<file path="config.mk">
export PLATFORM = sky130hd
export DESIGN_NAME = score_display
export DESIGN_NICKNAME = d
export VERILOG_FILES = /design/src/rtl/score_display.sv
export SDC_FILE = /design/constraint.sdc
export NUM_CORES = 1
export LEC_CHECK = 0
export BUFFER_PORTS_ARGS = -buffer_cell sky130_fd_sc_hd__clkbuf_2
export CORE_ASPECT_RATIO = 1.5
export CORE_MARGIN = 4
export CORE_UTILIZATION = 39
export CTS_BUF_LIST = sky130_fd_sc_hd__clkbuf_2
export DETAILED_ROUTE_END_ITERATION = 16
export GPL_TIMING_DRIVEN = 0
export PLACE_DENSITY = 0.62
export SYNTH_ARGS = -nofsm -noshare
export SYNTH_HDL_FRONTEND = slang
export SYNTH_SLANG_ARGS = --single-unit
</file>
<file path="constraint.sdc">
create_clock -name clk -period 3.85 [get_ports clk]
set_input_delay 0.1925 -clock clk [delete_from_list [all_inputs] [get_ports clk]]
set_output_delay 0.1925 -clock clk [all_outputs]
set_load 0.02 [all_outputs]
</file>
<file path="src/rtl/score_display.sv">
// Score bus receiver: sequential double-dabble to BCD and a multiplexed 7-segment
// driver with leading-zero blanking. States: IDLE wait for new score | CONV shift one bit | LOAD publish BCD.
module score_display #(
  parameter int SCORE_W  = 15,
  parameter int DIGITS   = 5,
  parameter int SCAN_DIV = 1024
) (
  input  logic                  clk,
  input  logic                  rst,
  input  logic [SCORE_W-1:0]    score_in,
  output logic [4*DIGITS-1:0]   bcd_out,
  output logic                  busy,
  output logic                  conv_done,
  output logic [6:0]            seg,
  output logic [DIGITS-1:0]     an
);

  localparam int BW = 4 * DIGITS;
  localparam int SW = BW + SCORE_W;
  localparam int CW = (SCORE_W > 1) ? $clog2(SCORE_W) : 1;
  localparam int PW = (SCAN_DIV > 1) ? $clog2(SCAN_DIV) : 1;
  localparam int IW = (DIGITS > 1) ? $clog2(DIGITS) : 1;

  typedef enum logic [1:0] {IDLE, CONV, LOAD} state_t;

  state_t               state_q, state_d;
  logic [SCORE_W-1:0]   last_q, last_d;
  logic [SCORE_W-1:0]   cap_q, cap_d;
  logic [SW-1:0]        sr_q, sr_d;
  logic [CW-1:0]        cnt_q, cnt_d;
  logic [BW-1:0]        bcd_q, bcd_d;
  logic                 busy_q, busy_d;
  logic                 done_q, done_d;
  logic [PW-1:0]        presc_q, presc_d;
  logic [IW-1:0]        idx_q, idx_d;
  logic [6:0]           seg_q, seg_d;
  logic [DIGITS-1:0]    an_q, an_d;

  function automatic logic [SW-1:0] dabble(input logic [SW-1:0] s);
    logic [SW-1:0] t;
    t = s;
    for (int k = 0; k < DIGITS; k++) begin
      if (t[SCORE_W+4*k +: 4] >= 4'd5) t[SCORE_W+4*k +: 4] = t[SCORE_W+4*k +: 4] + 4'd3;
    end
    return {t[SW-2:0], 1'b0};
  endfunction

  function automatic logic [6:0] seg7(input logic [3:0] n);
    logic [6:0] r;
    case (n)
      4'd0: r = 7'b0111111;
      4'd1: r = 7'b0000110;
      4'd2: r = 7'b1011011;
      4'd3: r = 7'b1001111;
      4'd4: r = 7'b1100110;
      4'd5: r = 7'b1101101;
      4'd6: r = 7'b1111101;
      4'd7: r = 7'b0000111;
      4'd8: r = 7'b1111111;
      4'd9: r = 7'b1101111;
      default: r = 7'b0000000;
    endcase
    return r;
  endfunction

  // A digit is blank when it and every more significant digit are zero; digit 0 always shows.
  function automatic logic [6:0] digit_seg(input logic [BW-1:0] bcd, input logic [IW-1:0] idx);
    logic [3:0] nib;
    logic       lead;
    nib  = 4'd0;
    lead = 1'b1;
    for (int k = 0; k < DIGITS; k++) begin
      if (k == int'(idx)) nib = bcd[4*k +: 4];
      if (k >= int'(idx) && bcd[4*k +: 4] != 4'd0) lead = 1'b0;
    end
    if (idx == '0) lead = 1'b0;
    return lead ? 7'b0000000 : seg7(nib);
  endfunction

  always_comb begin
    state_d = state_q;
    last_d  = last_q;
    cap_d   = cap_q;
    sr_d    = sr_q;
    cnt_d   = cnt_q;
    bcd_d   = bcd_q;
    busy_d  = busy_q;
    done_d  = 1'b0;
    case (state_q)
      IDLE: begin
        if (score_in != last_q) begin
          cap_d   = score_in;
          sr_d    = {{BW{1'b0}}, score_in};
          cnt_d   = '0;
          busy_d  = 1'b1;
          state_d = CONV;
        end
      end
      CONV: begin
        sr_d = dabble(sr_q);
        if (cnt_q == CW'(SCORE_W - 1)) state_d = LOAD;
        else cnt_d = cnt_q + 1'b1;
      end
      LOAD: begin
        bcd_d   = sr_q[SW-1:SCORE_W];
        last_d  = cap_q;
        done_d  = 1'b1;
        busy_d  = 1'b0;
        state_d = IDLE;
      end
      default: state_d = IDLE;
    endcase

    // Scan runs free of the converter; an/seg follow the next index and next BCD together.
    presc_d = (presc_q == PW'(SCAN_DIV - 1)) ? '0 : presc_q + 1'b1;
    idx_d   = idx_q;
    if (presc_q == PW'(SCAN_DIV - 1)) idx_d = (idx_q == IW'(DIGITS - 1)) ? '0 : idx_q + 1'b1;
    an_d = '0;
    for (int k = 0; k < DIGITS; k++) an_d[k] = (k == int'(idx_d));
    seg_d = digit_seg(bcd_d, idx_d);
  end

  always_ff @(posedge clk or posedge rst) begin
    if (rst) begin
      state_q <= IDLE;
      last_q  <= '0;
      cap_q   <= '0;
      sr_q    <= '0;
      cnt_q   <= '0;
      bcd_q   <= '0;
      busy_q  <= 1'b0;
      done_q  <= 1'b0;
      presc_q <= '0;
      idx_q   <= '0;
      seg_q   <= 7'b0111111;
      an_q    <= {{(DIGITS-1){1'b0}}, 1'b1};
    end else begin
      state_q <= state_d;
      last_q  <= last_d;
      cap_q   <= cap_d;
      sr_q    <= sr_d;
      cnt_q   <= cnt_d;
      bcd_q   <= bcd_d;
      busy_q  <= busy_d;
      done_q  <= done_d;
      presc_q <= presc_d;
      idx_q   <= idx_d;
      seg_q   <= seg_d;
      an_q    <= an_d;
    end
  end

  assign bcd_out   = bcd_q;
  assign busy      = busy_q;
  assign conv_done = done_q;
  assign seg       = seg_q;
  assign an        = an_q;

endmodule
</file>
Word level (Yosys, flattened, before mapping):

Memory sizes are Yosys's and may differ from the RTL's.
Cells that the tools add are included.

* $add $sub $neg: 8
* magnitude comparators: 10
* equality and inequality tests: 13
* multiplexer cells: 32
* reduce and logical (&&, ||, !) cells: 20

Operator list (number)
* case mux 35 bit (2 select lines): 1
* two-way mux 4 bit: 11
* two-way mux 35 bit: 1
* >= comparator 4 x 3 -> 1 bit, second input constant: 5
* two-way mux 20 bit: 1
* nonzero test 4 bit: 5
* adder 4 x 2 -> 4 bit, second input constant: 4
* inequality test 15 bit: 1
* adder 10 x 1 -> 10 bit, second input constant: 1
* == test 10 bit, second input constant: 1
* two-way mux 10 bit: 1
* == test 3 bit, first input constant: 3
* two-way mux 3 bit: 3
* two-way mux 1 bit: 8
* case mux 4 bit (2 select lines): 1
* AND reduction 2 bit: 4
* two-way mux 7 bit: 1
* >= comparator 1 x 3 -> 1 bit, first input constant: 2
* >= comparator 2 x 3 -> 1 bit, first input constant: 2
* zero test 3 bit: 2
* inequality test 2 bit, second input constant: 3
* logical AND 1 bit: 5
* adder 4 x 1 -> 4 bit, second input constant: 1
* == test 4 bit, second input constant: 1
* other kinds (13): 15

* flip-flop bits (word level): 118
* memory bits (read-only): 112
* word-level logic and storage cells: 96
* memories: 1

Memory list
* (no name shown): words 16, bits a word 7, rd ports 1, clocked after Yosys merged registers in 0, wr ports 0, RTL line 50 `case (n)`

Longest topological paths before layout:

* depth in word-level cells: 12
* depth in mapped cells: 13
* gate-level depth less buffers: 13

Worst setup path after synthesis:

Ideal clock, no wire load.

* path type: flip-flop to flip-flop
* start: register presc_q[0]
* end: register seg_q[4] (netlist: seg[4])
* library setup time: 97 ps
* arrival: 2791 ps
* required time: 3753 ps
* slack: 962 ps
* stages on the path, launching flop included: 12
* cell sequence: dfrtp_1 -> ha_1 -> nand4_2 -> nor3_4 -> mux2i_2 -> clkinv_4 -> nor4_1 -> or3_1 -> ha_1 -> inv_1 -> or3b_2 -> o41ai_2

* longest elaborated chain between the ends: 11

RTL lines
* start, declared: RTL line 34 `logic [PW-1:0] presc_q, presc_d;`
* start signal, assigned: RTL line 146 `presc_q <= presc_d;`
* == test 10 bit *: RTL line 117 `if (presc_q == PW'(SCAN_DIV - 1)) idx_d = (idx_q == IW'(DIGITS - 1)) ? '0 : idx_q + 1'b1;`
* two-way mux 3 bit *: RTL line 117
* named net idx_d[1]: RTL line 35 `logic [IW-1:0] idx_q, idx_d;`
* branches (longest 8 deep; another with memory read (16 x 7 bit))
* two-way mux 7 bit *: RTL line 77 `return lead ? 7'b0000000 : seg7(nib);`
* named net seg_d[4]: RTL line 36 `logic [6:0] seg_q, seg_d;`
* end signal, assigned: RTL line 148 `seg_q <= seg_d;`
* end, declared: RTL line 36

Mark *: on every way through the listed nets, which the timed path passes.
A chain may end at the register's enable or synchronous reset.

Worst setup path after layout:

Ends and elaborated chain as after synthesis.

==> results.txt <==
Final setup fails: 0
Critical R2R Capture: seg[4]$_DFF_PP1_
CP most frequent cell: ha_1
Cts hold-fix bufs: 17
1st-pass router iterations: 5
Net count, final: 702
GRT Residual Overflow: 0
Clk buf depth: 2
Wire per inst: 16.5 um
Root buf cell: clkbuf_2
Share of layout cells above drive strength 1: 20.9%
Critical-path cell list: ha_1, nand4_2, nor3_4, mux2i_2, clkinv_4, nor4_1, or3_1, ha_1, inv_1, or3b_2, o41ai_2
Final RePlAce weighted congestion: 0.922
Cts repair resizes: 0
Top FF cell, synth: dfrtp_1
GRT Total Usage: 18.3%
Final Cycle Share: 88.7%
Yosys warns: 0
Hold path endpoint: sr_q[8]$_DFFE_PP0P_
Dpl hpwl: 10400 um
Seq/Total Area, Yosys: 51.0%
Most instantiated cells after synthesis: nand2_1, dfrtp_1, nor2_1
Dpl cells: 825
Reg2reg start: presc_q[0]$_DFF_PP0_
Final hold viol count: 0
Final cell count without fillers: 874
P per Cell Area: 739 mW/mm^2
Headroom to the max-slew limit: 54.5%
Clk_lat worst skew: 0.66 ns
Worst path slowest cell: mux2i_2
Drt via density: 5.18
CP Data Required Time: 4.43 ns
Clock Pin Slew Worst Setup and Hold Paths: 0.20 ns
Die width: 108 um
Largest area contributor in the netlist: dfrtp_1
Core ar.: 0.0146 mm^2
Via count: 4524
Initial antenna violation count: 0
Skew final: 0.0292 ns
Detailed-route DRC error count: 0
IO Count: 51
Synth-to-Final Area Change: 16.4%
Max Freq: 293 MHz
Fin worst setup slack: 0.434 ns
Pin count of the biggest net entering global routing: 84
Mapped cell area: 0.00581 mm^2
Worst vdd ir: 419 uV
Startpoint Class: register
Die area: 0.0170 mm^2
Reg2Reg Depth: 11
Number of global-route vias before repair: 4922
RSZ-0062 raised after global routing: no
Max-Cap Viols: 0
Most frequent cell after synthesis: nand2_1
Avg Inst Size Synth: 10.1 um^2
Setup slack, reg-to-reg: 0.43 ns
CTS tree: built
Post-CTS Setup Repair Bufs: 0
Synth cell types: 63
Synthesized net count: 615
Clk sinks: 118
Crit path buf inv count: 2
Kind of cell adding the most delay to the critical path: simple AND/OR/NAND/NOR gates
CTS HTree Levels: 4
Slew Viols, Final: 0
DR iter-0 viols: 397
Pre-CTS setup slack: 0.480 ns
Crit Path Max Fanout: 7
Post-Syn Instances: 578
Ranking of synthesized cells by area: dfrtp_1, nand2_1, mux2_2
Yosys reg bits: 118
Synth async-reset ratio: 100%
Initial core utilization: 39.8%
Hold path cells: 4
Crit end category: register
Min-delay src: score_in[8]
Num rows: 54
LEAKAGE: 3.25 nW
Area share of the largest cell type after synthesis: 47.8%
Minimum clock period: 3.42 ns
Die extent in y: 158 um
Max stage delay on crit path: 0.57 ns
Outcome: finished, final reports clean
Post-DRT Antenna Nets: 0
Post-synth EDFFs: 0
Slew @ Worst Pin: 0.683 ns
Final WL: 14400 um
Hold Path Class: input port to register
Final Power: 5.00 mW
First-pass GRT wire length: 24500 um
Number of CTS-inserted buffers: 17
# port buffers: 50
Arr. time, crit path: 3.99 ns
Crit Path Class: register to register
# diodes: 0
-- worst min-delay path, delay by kind of cell --
family / cells / cell delay [ns]
buf+inv: 2 / 0.65
compound gates: 1 / 0.07
simple gates: 1 / 0.06
-- per-stage QoR --
step | instance area (um^2) | util, % | hold slack (ns) | TNS (ns)
3_5_place_dp | 6340 | 43.4 | 0.209 | 0
5_1_grt | 6760 | 46.3 | 0.291 | 0
3_3_place_gp | 6310 | 43.2 | 0.444 | -91.25
6_report | 6760 | 46.3 | 0.333 | 0
2_1_floorplan | 5810 | - | 0.328 | 0
4_1_cts | 6760 | 46.3 | 0.283 | 0
-- placed cells by master (no fill, tap or decap), types with 3 or more instances in the layout --
cell,instances
a21oi_1,23
a22oi_1,15
a311oi_1,3
and4_1,3
buf_2,4
buf_6,3
bufinv_16,3
clkbuf_1,17
clkbuf_2,69
clkinv_2,3
clkinv_4,4
clkinvlp_4,3
dfrtp_1,111
dfstp_2,7
dlygate4sd3_1,17
ha_1,20
inv_1,23
inv_2,3
mux2_2,23
mux2i_1,7
nand2_1,127
nand2b_1,9
nand3_1,13
nand4_1,9
nor2_1,26
nor3_1,14
nor3b_1,3
nor4_1,5
o21ai_0,17
o22ai_1,13
o31ai_1,3
or3_1,3
or4_1,3
xnor2_1,16
xor2_1,12
-- report_power, final --
| part | leakage (nW) | switching [mW] | internal (mW) |
|---|---|---|---|
| logic | 1.61 | 1.18 | 0.883 |
| clock network | 0.147 | 0.487 | 0.363 |
| registers | 1.49 | 0.372 | 1.72 |
| total | 3.25 | 2.04 | 2.96 |
-- worst max path at each step --
stage,start,to,slack [ns],cells past startpoint
floorplan,rst,an[1]$_DFF_PP0_,0.54,1
finish,presc_q[0]$_DFF_PP0_,seg[4]$_DFF_PP1_,0.43,11
detailed placement,presc_q[0]$_DFF_PP0_,seg[4]$_DFF_PP1_,0.48,11
global placement,rst,busy$_DFFE_PP0P_,-0.83,2
CTS,presc_q[0]$_DFF_PP0_,seg[4]$_DFF_PP1_,0.42,11
global route,presc_q[0]$_DFF_PP0_,seg[4]$_DFF_PP1_,0.15,11
-- area by class of cell --
class | count | area (um^2)
Clock buffer | 19 | 95.1
Fill cell | 1403 | 7830
Inverter | 28 | 115
Clock inverter | 13 | 158
Sequential cell | 118 | 2960
Timing Repair Buffer | 68 | 448
Buffer | 26 | 125
Multi-Input combinational cell | 406 | 2620
Tap cell | 196 | 245
-- sequential cells by signal, summed over array words and instances, names as in the netlist, 3 cells and up --
register and count:
seg 7, bcd_out 20, presc_q 10, cap_q 15
cnt_q 4, idx_q 3, an 5, last_q 15
sr_q 35
-- logic make-up (layout without fill, tap and decap cells) --
logic type / count (synthesis) / count (layout) / share of synthesized area (%)
adder cells (fa/ha/maj): 20 / 20 / 4.31
AO/OA/AOI/OAI: 95 / 95 / 11.1
XOR/XNOR: 28 / 28 / 4.22
buffers and inverters: 54 / 154 / 4.05
AND/OR/NAND/NOR: 230 / 230 / 18.9
flip-flops: 118 / 118 / 51.0
multiplexers: 33 / 33 / 6.42
-- per-layer routing --
metal / vias to the layer above / GRT usage [%] / part of all wire (%)
met5: - / 0 / 0
met4: 0 / 7.40 / 2.5
met3: 24 / 3.61 / 3.5
met2: 114 / 32.9 / 53
met1: 2209 / 21.1 / 41
li1: 2177 / - / -
Note: power is estimated with default switching activity, not from simulation.
